===== src/rtl/alu_nibble_sequencer.sv =====
// Nibble-serial WIDTH-bit add/sub built on one shared external 4-bit CLA.
// Define ALU_SEQ_FLAGS_EN to compute zero/negative/overflow flags at commit.
module alu_nibble_sequencer #(
    parameter int WIDTH = 8
) (
    input  logic             clk,
    input  logic             rst,
    input  logic             start,
    input  logic             sub,
    input  logic [WIDTH-1:0] a,
    input  logic [WIDTH-1:0] b,
    output logic             busy,
    output logic             done,
    output logic [WIDTH-1:0] result,
    output logic             flag_c,
    output logic             flag_z,
    output logic             flag_n,
    output logic             flag_v,
    output logic [3:0]       cla_a,
    output logic [3:0]       cla_b,
    output logic             cla_cin,
    input  logic [3:0]       cla_s,
    input  logic             cla_cout,
    input  logic             cla_c3
);

    localparam int N  = WIDTH / 4;
    localparam int IW = (N > 1) ? $clog2(N) : 1;
    localparam logic [IW-1:0] LAST = IW'(N - 1);

    if ((WIDTH % 4) != 0 || WIDTH < 4) begin : g_bad_width
        $error("WIDTH must be a positive multiple of 4");
    end

    typedef enum logic [1:0] {
        IDLE = 2'd0,
        RUN  = 2'd1,
        DONE = 2'd2
    } state_t;

    state_t            state;
    logic [IW-1:0]     idx;
    logic              cr;
    logic [N-1:0][3:0] opa;
    logic [N-1:0][3:0] opb;
    logic [N-1:0][3:0] acc;
    logic [N-1:0][3:0] acc_nxt;
    logic              last;

    assign last = (idx == LAST);
    assign busy = (state == RUN);
    assign done = (state == DONE);

    // Accumulator with the current adder nibble merged in, so the commit
    // edge can publish the full result without an extra cycle.
    always_comb begin
        acc_nxt      = acc;
        acc_nxt[idx] = cla_s;
    end

    always_comb begin
        cla_a   = '0;
        cla_b   = '0;
        cla_cin = 1'b0;
        if (state == RUN) begin
            cla_a   = opa[idx];
            cla_b   = opb[idx];
            cla_cin = cr;
        end
    end

    always_ff @(posedge clk or posedge rst) begin
        if (rst) begin
            state  <= IDLE;
            idx    <= '0;
            cr     <= 1'b0;
            opa    <= '0;
            opb    <= '0;
            acc    <= '0;
            result <= '0;
            flag_c <= 1'b0;
        end else begin
            unique case (state)
                IDLE, DONE: begin
                    if (start) begin
                        opa   <= a;
                        opb   <= sub ? ~b : b;
                        cr    <= sub;
                        idx   <= '0;
                        state <= RUN;
                    end else begin
                        state <= IDLE;
                    end
                end
                RUN: begin
                    acc <= acc_nxt;
                    cr  <= cla_cout;
                    if (last) begin
                        result <= acc_nxt;
                        flag_c <= cla_cout;
                        state  <= DONE;
                    end else begin
                        idx <= idx + IW'(1);
                    end
                end
                default: state <= IDLE;
            endcase
        end
    end

`ifdef ALU_SEQ_FLAGS_EN
    always_ff @(posedge clk or posedge rst) begin
        if (rst) begin
            flag_z <= 1'b0;
            flag_n <= 1'b0;
            flag_v <= 1'b0;
        end else if (state == RUN && last) begin
            flag_z <= (acc_nxt == '0);
            flag_n <= acc_nxt[N-1][3];
            flag_v <= cla_cout ^ cla_c3;
        end
    end
`else
    logic unused_c3;
    assign unused_c3 = cla_c3;
    assign flag_z    = 1'b0;
    assign flag_n    = 1'b0;
    assign flag_v    = 1'b0;
`endif

endmodule


===== config.mk =====
export PLATFORM = sky130hd
export DESIGN_NAME = alu_nibble_sequencer
export DESIGN_NICKNAME = d
export VERILOG_FILES = /design/src/rtl/alu_nibble_sequencer.sv
export SDC_FILE = /design/constraint.sdc
export NUM_CORES = 1
export LEC_CHECK = 0
export BUFFER_PORTS_ARGS = -buffer_cell sky130_fd_sc_hd__buf_2
export CORE_MARGIN = 1.5
export CORE_UTILIZATION = 53
export DETAILED_ROUTE_END_ITERATION = 10
export HOLD_SLACK_MARGIN = 0.03
export PLACE_DENSITY = 0.82
export SYNTH_ARGS = -nofsm -noshare
export SYNTH_HDL_FRONTEND = slang
export SYNTH_SLANG_ARGS = --single-unit

===== constraint.sdc =====
create_clock -name clk -period 3.2 [get_ports clk]
set_clock_uncertainty 0.05 [all_clocks]
set_input_delay 0.48 -clock clk [delete_from_list [all_inputs] [get_ports clk]]
set_output_delay 0.48 -clock clk [all_outputs]
set_load 0.02 [all_outputs]

Word level (Yosys, flattened, before mapping)
Index checks and enable logic that the tools add are counted.

storage, ports and cells
  output and inout bits = 23
  input bits = 26
  word-level logic and storage cells = 45
  bits in registers = 37

operators by class
  mux-type cells = 19
  magnitude comparators = 2
  bitwise operators = 1
  equality and inequality tests = 4
  reductions and logical operators = 7
  add/subtract/negate cells = 1

operators with widths
  cell                                                      number
  2-to-1 mux 4 bit                                          7
  bitwise mux 8 bit                                         1
  2-to-1 mux 8 bit                                          1
  inverter 8 bit                                            1
  AND reduction 2 bit                                       3
  2-to-1 mux 1 bit                                          5
  demux 4 bit (select 1 bit)                                1
  case mux 1 bit (2 select lines)                           2
  case mux 2 bit (2 select lines)                           1
  == test 2 x 1 -> 1 bit, second input constant             1
  == test 2 bit, second input constant                      1
  zero test 2 bit                                           1
  < comparator 1 x 2 -> 1 bit, second input constant        1
  2-to-1 mux 2 bit                                          1
  != test 2 x 1 -> 1 bit, second input constant             1
  != test 2 bit, second input constant                      1
  nonzero test 2 bit                                        1
  OR reduction 2 bit                                        1
  adder 1 bit, second input constant                        1
  greater-or-equal comparator 1 bit, second input constant  1
  logical AND 1 bit                                         1

Logic depth before layout (Yosys ltp)
Gate-level depths: netlist of run 1.

  word-level depth = 5
  depth in mapped cells = 5

Least setup slack after synthesis of run 1
No wires, ideal clock.

  kind = register to output
  start = register idx
  end = output port cla_a[0]
  data required time = 2670 ps
  slack = 1650 ps
  path buffers = 1
  stages on the path, launching flop included = 4
  data arrival time = 1020 ps
  path through = dfrtp_1 buf_2 mux2i_1 nor2_1

between the ends
  cells in the longest elaborated chain, start to end = 3

RTL lines
  element                                              RTL line  RTL
  from (decl)                                          42        logic [IW-1:0] idx;
  from (signal assigned)                               103       idx <= idx + IW'(1);
  2-to-1 mux 4 bit (not written as such) (2 in a row)  66        cla_a = opa[idx];
  2-to-1 mux 4 bit                                     65        if (state == RUN) begin
  to (decl)                                            19        output logic [3:0] cla_a,

No other way between the ends. The select of a mux whose other input is x is not followed.

Worst setup path after layout of run 1
  start = register idx
  end = output port cla_a[3]

Same word-level chain as after synthesis.

==> metrics.md, run 1 <==
| Metric | Value |
|---|---|
| DR vias | `991` |
| Initial Util | `0.551` |
| Pwr Density | `1060 nW/um^2` |
| Worst R2R Setup Slack | `1.42 ns` |
| Clk_lat worst skew | `0.34 ns` |
| Peak supply drop | `0.723 mV` |
| Hold Fails Final Rpt | `0` |
| Final Util | `0.656` |
| Hold crit path type | `input pin to async pin` |
| Netlist Area Pre-Place | `1510 um^2` |
| Top FF cell, synth | `dfrtp_1` |
| DRT Pass-1 Iters | `4` |
| CTS Root Cell | `clkbuf_4` |
| Met1 Use GR | `0.217` |
| Vias in the first global route | `974` |
| Fraction of final layout cells sized beyond drive strength 1 | `0.461` |
| CTS Hold Bufs | `0` |
| Crit. End Element | `primary output` |
| Ant. Diodes | `0` |
| Die Area | `3170 um^2` |
| GRT Max-Usage Layer | `met2` |
| CP max FO | `12` |
| GRT Total Usage | `0.185` |
| Critical Path Start | `idx` |
| Port Buffers | `44` |
| Leak | `0.939 nW` |
| Die Ht | `56.3 um` |
| Clk slew on worst S/H paths | `0.10 ns` |
| Biggest area consumer among synthesized cells | `dfrtp_1` |
| Resized cells post-CTS | `0` |
| Most frequent cell after synthesis | `dfrtp_1` |
| Met2 GRT Util | `0.297` |
| Area growth, synth to finish | `19.1%` |
| H-tree Lvls | `2` |
| Status | `finished clean` |
| GR Util met3 | `0.0576` |
| Slew Limit Fails | `0` |
| Post-route insts no fill | `196` |
| HPWL after DPL | `1850 um` |
| WL final | `2620 um` |
| Sequential area share after synthesis | `0.549` |
| Cts bufs inserted | `5` |
| Critical Path RT | `2.67 ns` |
| Max Buffers Root-to-Sink | `2` |
| Most instantiated cells after synthesis | `33 x dfrtp_1, 13 x mux2_2, 10 x nand2_1, 10 x nor2_1, 9 x o21ai_0` |
| FP Rows | `19` |
| Worst Slack Setup Final | `1.11 ns` |
| Setup WS pre-CTS | `1.33 ns` |
| Largest net degree at the start of global routing | `29` |
| Initial DRC Count | `14` |
| Post-synth EDFFs | `0` |
| CTS tree | `done` |
| Final ANT Viol Nets | `0` |
| Unrepaired setup endpoints after global routing | `false` |
| Distinct cells, synth | `21` |
| Period utilization | `0.654` |
| Reg2reg start | `state[0]` |
| Final global-route overflow total | `0` |
| Finish-stage setup viols | `0` |
| Critical Path Sink | `cla_a[3]` |
| Initial antenna violation count | `0` |
| Area contributors post-synth | `dfrtp_1 55%, mux2_2 9.7%, mux2_4 8.0%` |
| DRC viols | `0` |
| R2R Path End | `opa[0]` |
| Async SR Flop Fraction | `1.00` |
| Core ar. | `2730 um^2` |
| Final min period | `2.09 ns` |
| Setup TNS | `0 ns` |
| Wire per inst | `13.4 um` |
| Crit start category | `flip-flop` |
| Mapped Cells | `120` |
| Die width | `56.3 um` |
| Avg Inst Size Synth | `12.5 um^2` |
| # nets final | `190` |
| Relative slew margins | `0.348` |
| R2R depth | `2` |
| Max Clock Freq | `478 MHz` |
| Worst Path Arrival | `1.56 ns` |
| I/O pin cnt | `49` |
| Post-CTS Setup Repair Bufs | `0` |
| Placed insts | `188` |
| Worst-Margin Slew | `0.978 ns` |
| Crit Path Class | `flip-flop to primary output` |
| Ys Warns | `0` |
| TritonCTS Sinks | `33` |
| Hold WS | `0.257 ns` |
| Area share of the largest cell type after synthesis | `0.549` |
| Max-Cap Viols | `0` |
| Seq cells post-synth | `33` |
| Fill cell count | `238` |
| Routability cong. | `0.725` |
| Routed vias/inst | `5.06` |
| First-pass GRT wire length | `4330 um` |
==> state kept, by name, indices dropped and copies added, names as in the netlist <==
name / count
opa: 8
opb: 8
result: 8
acc: 4
state: 2
cr: 1
flag_c: 1
idx: 1
==> cell families (layout without fill, tap and decap cells) <==
kind of cell / after synthesis / count (layout) / synth area share
and+or+nand+nor: 24 / 24 / 0.0757
buffers and inverters: 14 / 57 / 0.0582
xor gates and xnor gates: 8 / 8 / 0.0466
other: 1 / 3 / 0.00249
AOI/OAI and AO/OA: 11 / 11 / 0.0382
muxes: 29 / 29 / 0.230
DFF: 33 / 33 / 0.549
==> report_power, final <==
group	switching (W)	leakage [nW]	internal, W
registers	0.000138	0.393	0.000624
logic	0.000421	0.500	0.000389
clock network	0.000138	0.0455	0.000186
==> metal layers <==
metal / routed length (um) / up-vias
met1: 1140 / 466
met2: 1250 / 40
met3: 173 / 8
li1: - / 477
met5: 0 / -
met4: 63 / 0
==> through the flow <==
step	total power, W	cell area [um^2]
6_report	0.00190	1790
5_1_grt	0.00202	1790
4_1_cts	0.00192	1790
3_5_place_dp	0.00159	1710
3_3_place_gp	0.00155	1710
2_1_floorplan	0.00139	1510
==> layout by cell type (no fill, tap or decap), types with 3 or more instances in the layout <==
master | netlist | final
buf_2 | 3 | 44
dfrtp_1 | 33 | 33
mux2_2 | 13 | 13
nand2_1 | 10 | 10
nor2_1 | 10 | 10
o21ai_0 | 9 | 9
xnor2_1 | 8 | 8
mux2_4 | 8 | 8
mux2i_1 | 8 | 8
clkbuf_4 | 0 | 5
inv_1 | 3 | 3
conb_1 | 1 | 3
==> how the worst min path moves through the flow <==
stage                      start        end  slack, ns  cells after the start
after floorplan           opb[2]     opb[2]       0.40                      2
after global placement    opb[2]     opb[2]       0.41                      2
after detailed placement  opb[1]     opb[1]       0.42                      2
after CTS                    rst  result[5]       0.28                      2
after global routing        a[6]     opa[6]       0.31                      2
final                        rst  result[0]       0.26                      2
==> worst max-delay path, stage by stage, from the launching register on <==
cell	delay [ns]
dfrtp_1	0.74
mux2i_1	0.28
nor2_1	0.06
buf_2	0.16
==> final cells by class <==
type	instances	area, um^2	share of cell area
Multi-Input combinational cell	75	599	0.334
Clock inverter	1	30.0	0.0167
Sequential cell	33	826	0.461
Clock buffer	7	55.1	0.0307
Tap cell	31	38.8	0.0216
Inverter	4	16.3	0.00907
Timing Repair Buffer	45	228	0.127
No activity file was read; power rests on OpenSTA's default activity.
==> run 2: changes to the inputs <==
CORE_UTILIZATION = 49   (was 53)
PLACE_DENSITY = 0.77   (was 0.82)
clock period = 2.15 ns   (was 3.2 ns; I/O delays follow)
==> metrics.md, run 2 (synthesis results as in run 1) <==
| Metric | Value |
|---|---|
| Status | `finished clean` |
| Crit. End Element | `primary output` |
| Largest net degree at the start of global routing | `26` |
| WL final | `2550 um` |
| Peak supply drop | `0.699 mV` |
| Worst-Margin Slew | `0.723 ns` |
| Reg area | `826 um^2` |
| Worst R2R Setup Slack | `0.57 ns` |
| GRT Total Usage | `0.176` |
| Fill cell count | `228` |
| Worst Path Arrival | `1.55 ns` |
| Core ar. | `2830 um^2` |
| Wire per inst | `12.9 um` |
| TritonCTS Sinks | `33` |
| HPWL after DPL | `1860 um` |
| Die Ht | `58.4 um` |
| Port Buffers | `44` |
| Reg2reg start | `idx` |
| Hold path start | `a[6]` |
| Vias in the first global route | `983` |
| CTS tree | `done` |
| Unrepaired setup endpoints after global routing | `false` |
| Cts bufs inserted | `5` |
| Setup TNS | `0 ns` |
| Initial DRC Count | `20` |
| # nets final | `192` |
| Finish-stage setup viols | `0` |
| Final global-route overflow total | `0` |
| DRC viols | `0` |
| I/O pin cnt | `49` |
| Resized cells post-CTS | `0` |
| Critical Path RT | `1.78 ns` |
| FP Rows | `19` |
| Hold depth | `2` |
| Pwr Density | `1520 nW/um^2` |
| Final Util | `0.635` |
| CTS Root Cell | `clkbuf_4` |
| Relative slew margins | `0.518` |
| Most common cell after layout, fill and taps aside | `buf_2` |
| Max Clock Freq | `520 MHz` |
| Area of the multi-input gates | `599 um^2` |
| Period utilization | `0.894` |
| R2R depth | `2` |
| Die Area | `3410 um^2` |
| H-tree Lvls | `2` |
| Area growth, synth to finish | `19.3%` |
| Biggest regs | `opa x8, opb x8, result x8` |
| Worst Hold End | `opa[6]` |
| Crit start category | `flip-flop` |
| DR vias | `992` |
| Max-Cap Viols | `0` |
| Post-CTS Setup Repair Bufs | `0` |
| CTS Hold Bufs | `1` |
| DRT Pass-1 Iters | `4` |
| Hold Fails Final Rpt | `0` |
| Ant. Diodes | `0` |
| Final ANT Viol Nets | `0` |
| Initial antenna violation count | `0` |
| Clk_lat worst skew | `0.32 ns` |
| Final min period | `1.92 ns` |
| Crit Path Class | `flip-flop to primary output` |
| Max Buffers Root-to-Sink | `2` |
| Die width | `58.4 um` |
| Routed vias/inst | `5.01` |
| Hold crit path type | `input pin to flip-flop` |
| CP max FO | `12` |
| Hold WS | `0.174 ns` |
| Slew Limit Fails | `0` |
| R2R Path End | `acc[3]` |
| Initial Util | `0.532` |
| Routability cong. | `0.688` |
| First-pass GRT wire length | `4490 um` |
| Leak | `0.943 nW` |
| Most frequent cells in the layout | `44 x buf_2, 33 x dfrtp_1, 13 x mux2_2, 10 x nand2_1, 10 x nor2_1` |
| Clk slew on worst S/H paths | `0.10 ns` |
| Fraction of final layout cells sized beyond drive strength 1 | `0.467` |
-- run 2: cell types whose count changed in the layout (fill, tap and decap cells not counted) --
cell           previous run  this run
clkbuf_8                  1         2
buf_4                     1         2
dlygate4sd3_1             0         1
clkinv_2                  1         2
bufinv_16                 1         0
clkbuf_1                  1         0
-- run 2: critical path, stage by stage, from the launching register on --
cell,delay (ns)
dfrtp_1,0.75
mux2i_1,0.26
nor2_1,0.06
buf_2,0.16
-- run 2: cell type report --
class | instances | area share
Inverter | 4 | 0.00906
Clock inverter | 1 | 0.00279
Clock buffer | 7 | 0.0362
Multi-Input combinational cell | 75 | 0.334
Timing Repair Buffer | 47 | 0.137
Sequential cell | 33 | 0.460
Tap cell | 31 | 0.0216
-- run 2: how the worst max path moves through the flow --
stage / startpoint / endpoint / slack [ns] / cells after the start
2_1_floorplan: idx / cla_a[0] / 0.76 / 3
3_3_place_gp: idx / cla_b[0] / 0.59 / 3
3_5_place_dp: idx / acc[3] / 0.56 / 2
4_1_cts: idx / cla_a[1] / 0.20 / 3
5_1_grt: idx / cla_b[2] / 0.11 / 3
6_report: idx / cla_a[1] / 0.23 / 3
-- run 2: power by group --
group	internal, W	switching, W	total [W]	leakage [nW]
Combinational	0.000586	0.000619	0.00121	0.509
Clock	0.000189	0.000202	0.000391	0.0413
Sequential	0.000928	0.000201	0.00113	0.393
-- run 2: stage by stage --
step	cell area, um^2	total power, W	setup slack, ns	std cells
6_report	1800	0.00273	0.228	198
2_1_floorplan	1510	0.00207	0.758	122
3_5_place_dp	1720	0.00236	0.561	189
3_3_place_gp	1720	0.00231	0.595	189
5_1_grt	1800	0.00294	0.115	198
4_1_cts	1800	0.00275	0.201	198
-- run 2: metal layers --
layer  part of all wire  vias to the layer above  GRT usage
li1                   -                      483          -
met3              0.077                        4     0.0637
met5                  0                        -          0
met4              0.011                        0     0.0598
met1               0.43                      465      0.222
met2               0.48                       40      0.281
